$ cat config.mk
export PLATFORM = sky130hd
export DESIGN_NAME = sim_uart_arbiter
export DESIGN_NICKNAME = d
export VERILOG_FILES = /design/src/rtl/sim_uart_arbiter.sv
export SDC_FILE = /design/constraint.sdc
export NUM_CORES = 1
export LEC_CHECK = 0
export CAP_MARGIN = 40
export CORE_UTILIZATION = 46
export CTS_BUF_LIST = sky130_fd_sc_hd__clkbuf_2 sky130_fd_sc_hd__clkbuf_4 sky130_fd_sc_hd__clkbuf_8
export DETAILED_ROUTE_END_ITERATION = 6
export GPL_TIMING_DRIVEN = 1
export PLACE_DENSITY_LB_ADDON = 0.3
export SLEW_MARGIN = 25
export SYNTH_ARGS = -nofsm -noshare
export SYNTH_HDL_FRONTEND = slang
export SYNTH_SLANG_ARGS = --single-unit
$ cat constraint.sdc
create_clock -name clock -period 2.5 [get_ports clock]
set_clock_uncertainty 0.15 [all_clocks]
set_input_delay 0.25 -clock clock [delete_from_list [all_inputs] [get_ports clock]]
set_output_delay 0.25 -clock clock [all_outputs]
set_load 0.1 [all_outputs]
$ cat src/rtl/sim_uart_arbiter.sv
// Line-granular round-robin arbiter sharing one simulation console between N_SRC UART sources.
// A source keeps the console until newline, MAX_LINE chars, or IDLE_TIMEOUT quiet cycles.
module sim_uart_arbiter #(
  parameter int N_SRC        = 4,
  parameter int MAX_LINE     = 128,
  parameter int IDLE_TIMEOUT = 1024
) (
  input  logic                     clock,
  input  logic                     reset,
  input  logic [N_SRC-1:0]         req_valid,
  input  logic [8*N_SRC-1:0]       req_ch,
  output logic [N_SRC-1:0]         req_ready,
  output logic                     out_valid,
  output logic [7:0]               out_ch,
  input  logic                     out_ready,
  output logic                     grant_valid,
  output logic [$clog2(N_SRC)-1:0] grant_id,
  output logic                     timeout_pulse
);
  localparam int GW = $clog2(N_SRC);
  localparam int CW = $clog2(MAX_LINE);
  localparam int IW = $clog2(IDLE_TIMEOUT) + 1;

  typedef enum logic {S_IDLE, S_LOCKED} state_t;

  state_t        state_q, state_d;
  logic [GW-1:0] grant_id_q, grant_id_d;
  logic [GW-1:0] last_q, last_d;
  logic [CW-1:0] char_cnt_q, char_cnt_d;
  logic [IW-1:0] idle_cnt_q, idle_cnt_d;
  logic          timeout_pulse_q, timeout_pulse_d;

  logic          owner_valid;
  logic [7:0]    owner_ch;
  logic          transfer;
  logic          release_line;
  logic          found;
  logic [GW-1:0] pick;
  logic [GW-1:0] idx;

  always_comb begin
    state_d         = state_q;
    grant_id_d      = grant_id_q;
    last_d          = last_q;
    char_cnt_d      = char_cnt_q;
    idle_cnt_d      = idle_cnt_q;
    timeout_pulse_d = 1'b0;
    release_line    = 1'b0;
    found           = 1'b0;
    pick            = '0;
    idx             = '0;
    req_ready       = '0;
    out_valid       = 1'b0;

    owner_valid = req_valid[grant_id_q];
    owner_ch    = req_ch[{grant_id_q, 3'b000} +: 8];
    out_ch      = owner_ch;
    transfer    = (state_q == S_LOCKED) && owner_valid && out_ready;

    // Scan starts just after the previous owner so a released source goes last.
    for (int k = 1; k <= N_SRC; k++) begin
      idx = GW'((int'(last_q) + k) % N_SRC);
      if (!found && req_valid[idx]) begin
        found = 1'b1;
        pick  = idx;
      end
    end

    case (state_q)
      S_IDLE: begin
        if (found) begin
          state_d    = S_LOCKED;
          grant_id_d = pick;
        end
      end
      S_LOCKED: begin
        out_valid             = reset && owner_valid;
        req_ready[grant_id_q] = reset && out_ready;
        if (transfer) begin
          idle_cnt_d = '0;
          if (owner_ch == 8'h0a || char_cnt_q == CW'(MAX_LINE - 1))
            release_line = 1'b1;
          else
            char_cnt_d = char_cnt_q + 1'b1;
        end else if (owner_valid) begin
          idle_cnt_d = '0;
        end else if (idle_cnt_q == IW'(IDLE_TIMEOUT - 1)) begin
          release_line    = 1'b1;
          timeout_pulse_d = 1'b1;
        end else begin
          idle_cnt_d = idle_cnt_q + 1'b1;
        end
        if (release_line) begin
          state_d    = S_IDLE;
          last_d     = grant_id_q;
          char_cnt_d = '0;
          idle_cnt_d = '0;
        end
      end
      default: state_d = S_IDLE;
    endcase
  end

  always_ff @(posedge clock) begin
    if (!reset) begin
      state_q         <= S_IDLE;
      grant_id_q      <= '0;
      last_q          <= GW'(N_SRC - 1);
      char_cnt_q      <= '0;
      idle_cnt_q      <= '0;
      timeout_pulse_q <= 1'b0;
    end else begin
      state_q         <= state_d;
      grant_id_q      <= grant_id_d;
      last_q          <= last_d;
      char_cnt_q      <= char_cnt_d;
      idle_cnt_q      <= idle_cnt_d;
      timeout_pulse_q <= timeout_pulse_d;
    end
  end

  // A reset mid-line drops the grant in the same cycle.
  assign grant_valid   = reset && (state_q == S_LOCKED);
  assign grant_id      = grant_id_q;
  assign timeout_pulse = timeout_pulse_q;
endmodule
# == After elaboration in Yosys (flattened, before gate mapping) ==
# Index checks and enable logic that the tools add are counted.
# totals
reg_bits,24
inputBits,39
output_inout_bits,17
# classes
n_addsub,6
order_cmp,6
n_eq_ne,5
n_shift,1
mux,37
bitwise,3
n_reduce_logical,19
# op_table
cell,n
11-bit 2-to-1 mux,4
32-bit by 6-bit indexed part select with 8-bit output,1
7-bit 2-to-1 mux,3
1-bit 2-to-1 mux,18
"2-bit by 3-bit < comparator with 1-bit output, second input constant",5
"11-bit by 1-bit adder with 11-bit output, second input constant",1
"11-bit by 10-bit equality test with 1-bit output, second input constant",1
1-bit binary-select mux with 2-bit select,5
1-bit logical AND,9
"8-bit by 4-bit equality test with 1-bit output, second input constant",1
2-bit 2-to-1 mux,4
"7-bit by 1-bit adder with 7-bit output, second input constant",1
"7-bit equality test, second input constant",1
2-bit AND reduction,3
"2-bit by 1-bit adder with 2-bit output, second input constant",2
"2-bit adder, second input constant",2
4-bit AND,1
4-bit 2-to-1 mux,1
"4-bit by 3-bit inequality test with 1-bit output, second input constant",1
1-bit zero test,3
3-bit AND reduction,1
3-bit OR reduction,1
1-bit demux with 2-bit select,1
"2-bit by 1-bit >= comparator with 1-bit output, second input constant",1
5 further kinds,6

# == Longest topological paths before layout ==
# logic_depth
depth_word,15
depth_mapped,7

# == Least setup slack after synthesis ==
# No wires, ideal clock.
# synth_timing
kind,flip-flop to flip-flop
from,register grant_id_q[0] (netlist: grant_id[0])
to,register char_cnt_q[0]
setup_ns,0.127
arrival_ns,2.939
required_time_ns,2.223
slack_ns,-0.715
stages_incl_launch_ff,7
n_path_buf,1
synth_period_minus_slack_ns,3.215
cell_sequence,dfxtp_1 -> buf_6 -> mux4_2 -> nor4_2 -> a211oi_2 -> o21ai_4 -> nor2_1
# synth_via
elab_chain_len,8
word_cells_on_any_way,15
classes_between,eq/ne (2); shift (1); mux (7); reduce/logical (5)
# synth_lines
element,line,text
"start, declared",27,"logic [GW-1:0] grant_id_q, grant_id_d;"
"start signal, assigned",114,grant_id_q <= grant_id_d;
32-bit by 6-bit indexed part select with 8-bit output (*),56,"owner_ch = req_ch[{grant_id_q, 3'b000} +: 8];"
via out_ch[4],14,"output logic [7:0] out_ch,"
8-bit by 4-bit equality test with 1-bit output (*),81,if (owner_ch == 8'h0a || char_cnt_q == CW'(MAX_LINE - 1))
1-bit logical OR (*),81,
1-bit 2-to-1 mux,81,
1-bit 2-to-1 mux,79,if (transfer) begin
1-bit 2-to-1 mux,69,case (state_q)
2-bit by 1-bit inequality test with 1-bit output (no source line) / 2-bit nonzero test (equally long branches),-,
3-bit AND reduction (no source line),-,
"end signal, assigned",116,char_cnt_q <= char_cnt_d;
"end, declared",29,"logic [CW-1:0] char_cnt_q, char_cnt_d;"
# Mark *: on every way through the listed nets, which the timed path passes. The rest lies on a longest branch. The select of a mux whose other input is x is not followed.
# A chain may end at the register's enable or synchronous reset.

# == Worst setup path in the final report ==
# layout_timing
from,register grant_id_q[1] (netlist: grant_id[1])
to,output port out_valid
# layout_via
elab_chain_len,4
# layout_lines
element,line,text
1-bit binary-select mux with 2-bit select,55,owner_valid = req_valid[grant_id_q];
1-bit 2-to-1 mux (implied by the code),55,
1-bit logical AND,77,out_valid = reset && owner_valid;
1-bit 2-to-1 mux,69,
"end, declared",13,"output logic out_valid,"
# Every way passes these cells. The select of a mux whose other input is x is not followed.

==> run_results.csv <==
group,metric,value,unit
status,status,"finished, final reports clean",
critical_path,crit_slowest_cell,"mux4_2",
flow_run,maxCapViolations,0,
synth,ys_types,44,
synth,syn-num-nets,210,
synth,synth-async-reset-ratio,0,
synth,synth_area_leaders,"dfxtp_1 31%, mux4_2 13%, nand2_1 3.4%",
grt,grt_antenna_before_repair,0,
timing,layout_setup_ws,0.143,ns
place,post-place-ws,0.0253,ns
synth,synth_top_family_by_area,"simple AND/OR/NAND/NOR gates",
synth,yosys.area_share.simple,0.239,
clock_network,path_clk_slew,0.13,ns
place,dp.final_hpwl,3.53,mm
pwr,powerDensity,467,mW/mm^2
synth,ys_seq_elements,24,
route,dr.pass1.iters,4,
timing,slew_headroom,0.601,
finish,syn2layout_area_growth,46.2,%
finish,final_util,0.719,
clock_network,postCtsHoldBufs,0,
finish,layout-drive-gt1-share,0.245,
hold_path,whs_path_depth,2,
synth,synthFlopType,"dfxtp_1",
critical_path,arrival,1.96,ns
synth,synth-adder-area-share,0.0164,
route,vias,1589,
synth,synth_cells,169,
clock_network,cts_tree,"yes",
timing,setup_viol,0,
clock_network,cts_resized,0,
route,ant_nets,0,
critical_path,worstPathRequired,2.10,ns
die,fp.dieArea,0.00355,mm^2
clock_network,cts_buffers,3,
die,coreArea,0.00310,mm^2
die,die_w,59.6,um
place,place.gp.congestion,0.893,
timing,fin_crit_sh,0.943,
clock_network,post_cts_buffers,0,
pwr,leakagePower,0.000823,uW
die,rows,20,
synth,syn_avg_cell_area,9.03,um^2
synth,synth.top_cell.area_share,0.315,
synth,yosysTopAreaCell,"dfxtp_1",
clock_network,h-tree-depth,1,
finish,antenna_cells,0,
synth,synth-compound-area-share,0.216,
finish,multi_input_area,982,um^2
finish,final_net_count,271,
hold_path,hold_end,"char_cnt_q[6]",
finish,seq_area,488,um^2
critical_path,crit_buf_inv,2,
grt,grt_pass1_wl,7.10,mm
clock_network,cts-root-buf,"clkbuf_4",
synth,synth_xor_area_frac,0.00574,
critical_path,start_kind,"flop",
synth,syn_area,0.00153,mm^2
critical_path,crit_family,"multiplexers",
critical_path,ff2ff_path_depth,5,
critical_path,r2r-start,"grant_id[0]",
grt,grt_max_degree,16,
timing,rsz0062_at_grt,"no",
timing,fmax,424,MHz
clock_network,clockBufferDepth,2,
critical_path,worstReg2RegEnd,"char_cnt_q[0]",
critical_path,worstSetupPathType,"reg -> out",
route,finalWirelength,4.42,mm
place,dp_cells,269,
synth,synth.most_common_cell,"dfxtp_1",
critical_path,cp_max_fo,14,
synth,synth_warnings,0,
route,via_per_inst,5.82,
critical_path,r2r_setup_slack,0.19,ns
timing,drv_slew,0,
critical_path,crit_path_end_kind,"output pin",
clock_network,clkLatencyLatePin,0.31,ns
timing,period_needed,2.36,ns
route,drc,0,
timing,hold_viol,0,
pwr,ir_drop,0.378,mV
route,wl_per_cell,16.2,um
route,drtIter0Drc,136,
synth,synth_edf_count,0,
place,port_buffers,55,
pwr,power,1040,uW
die,io_pins,56,
hold_path,hp-start,"char_cnt_q[6]",
critical_path,crit_chain,"mux4_2 -> buf_4 -> and2_2 -> buf_12",
synth,yosysSeqAreaShare,0.315,
clock_network,cts.sinks,24,
synth,yosys-top-cells-count,"24 x dfxtp_1, 14 x nand2_1, 11 x nor2_1",
hold_path,hold_path_class,"reg -> reg",
die,die_height,59.6,um
critical_path,critPathMaxStageDelay,0.57,ns
synth,synthMuxAreaShare,0.162,
timing,tightest_slew,0.592,ns
die,initial_core_util,0.492,
finish,fill_cells,247,
grt,grtUsageTotal,0.272,
grt,grt_pass1_vias,1533,
finish,fin_cells,273,
grt,overflow,0,
==> cells by family (layout without fill, tap and decap cells) <==
family / after synthesis / after routing
simple gates: 66 / 66
compound gates: 47 / 47
flops: 24 / 24
buf+inv: 16 / 76
mux: 13 / 13
fa+ha+maj: 2 / 2
xor+xnor: 1 / 1
==> per-layer routing <==
layer / routed length, um / up-vias / global-route usage / share of wire
met5: 0 / - / 0 / 0
met4: 107 / 0 / 0.103 / 0.024
met3: 184 / 12 / 0.0568 / 0.042
met2: 2360 / 49 / 0.488 / 0.53
met1: 1760 / 767 / 0.316 / 0.40
li1: - / 761 / - / -
==> placed cells by master, fill, tap and decap left out, types with 3 or more instances in the layout <==
| cell | synthesis | routed |
|---|---|---|
| clkbuf_4 | 0 | 3 |
| nor2_1 | 11 | 9 |
| nand3_1 | 7 | 7 |
| nor2b_1 | 3 | 3 |
| o21ai_1 | 10 | 10 |
| mux2i_1 | 3 | 3 |
| a21oi_1 | 8 | 8 |
| o21ai_0 | 3 | 3 |
| and3_1 | 6 | 6 |
| or3_1 | 4 | 4 |
| buf_12 | 0 | 6 |
| nand2_1 | 14 | 14 |
| dfxtp_1 | 24 | 22 |
| o32ai_1 | 3 | 3 |
| and2_1 | 7 | 6 |
| mux4_2 | 9 | 9 |
| clkdlybuf4s50_1 | 0 | 38 |
| o21a_1 | 3 | 3 |
| nand4_1 | 3 | 3 |
| a21oi_2 | 6 | 6 |
| nand2b_1 | 3 | 3 |
| buf_4 | 0 | 20 |
| inv_1 | 7 | 7 |
==> state kept, by name (all words and copies together), names as in the netlist <==
signal and cells:
grant_id 2, state_q 1, timeout_pulse 1, char_cnt_q 7, idle_cnt_q 11, last_q 2
==> worst max path at each step <==
stage	from	end	slack (ns)	depth (start not counted)
after floorplan	grant_id[0]	char_cnt_q[0]	-0.17	6
after global placement	req_valid[1]	char_cnt_q[4]	0.1	6
after detailed placement	req_valid[1]	char_cnt_q[3]	0.03	6
after CTS	grant_id[1]	out_valid	0.14	4
after global routing	grant_id[1]	out_valid	0.08	4
final	grant_id[1]	out_valid	0.14	4
==> power by group <==
part	leakage (uW)	switching, uW	internal [uW]	total (uW)
registers	0.000196	22.7	393	415
clock network	0.0000154	114	58.4	172
logic	0.000612	285	170	455
==> tightest hold or removal path, delay by kind of cell, from the launching register on <==
kind / cells / cell delay [ns]
flops: 1 / 0.32
buf+inv: 1 / 0.07
compound gates: 1 / 0.05
==> cell type report <==
| class | count | share of cell area |
|---|---|---|
| multi-input cells | 129 | 0.440 |
| inverters | 8 | 0.0135 |
| flip-flops and latches | 24 | 0.219 |
| well taps | 44 | 0.0247 |
| repair buffers | 64 | 0.291 |
| clock inverters | 1 | 0.00168 |
| clock buffers | 3 | 0.0101 |
==> per-stage QoR <==
stage	TNS [ns]	hold WS (ns)	area, um^2
final	0	0.323	2230
after CTS	0	0.326	2230
after global routing	0	0.346	2230
after detailed placement	0	0.308	2210
after global placement	0	0.296	2210
after floorplan	-1.51	0.262	1540
Note: power is estimated with default switching activity, not from simulation.
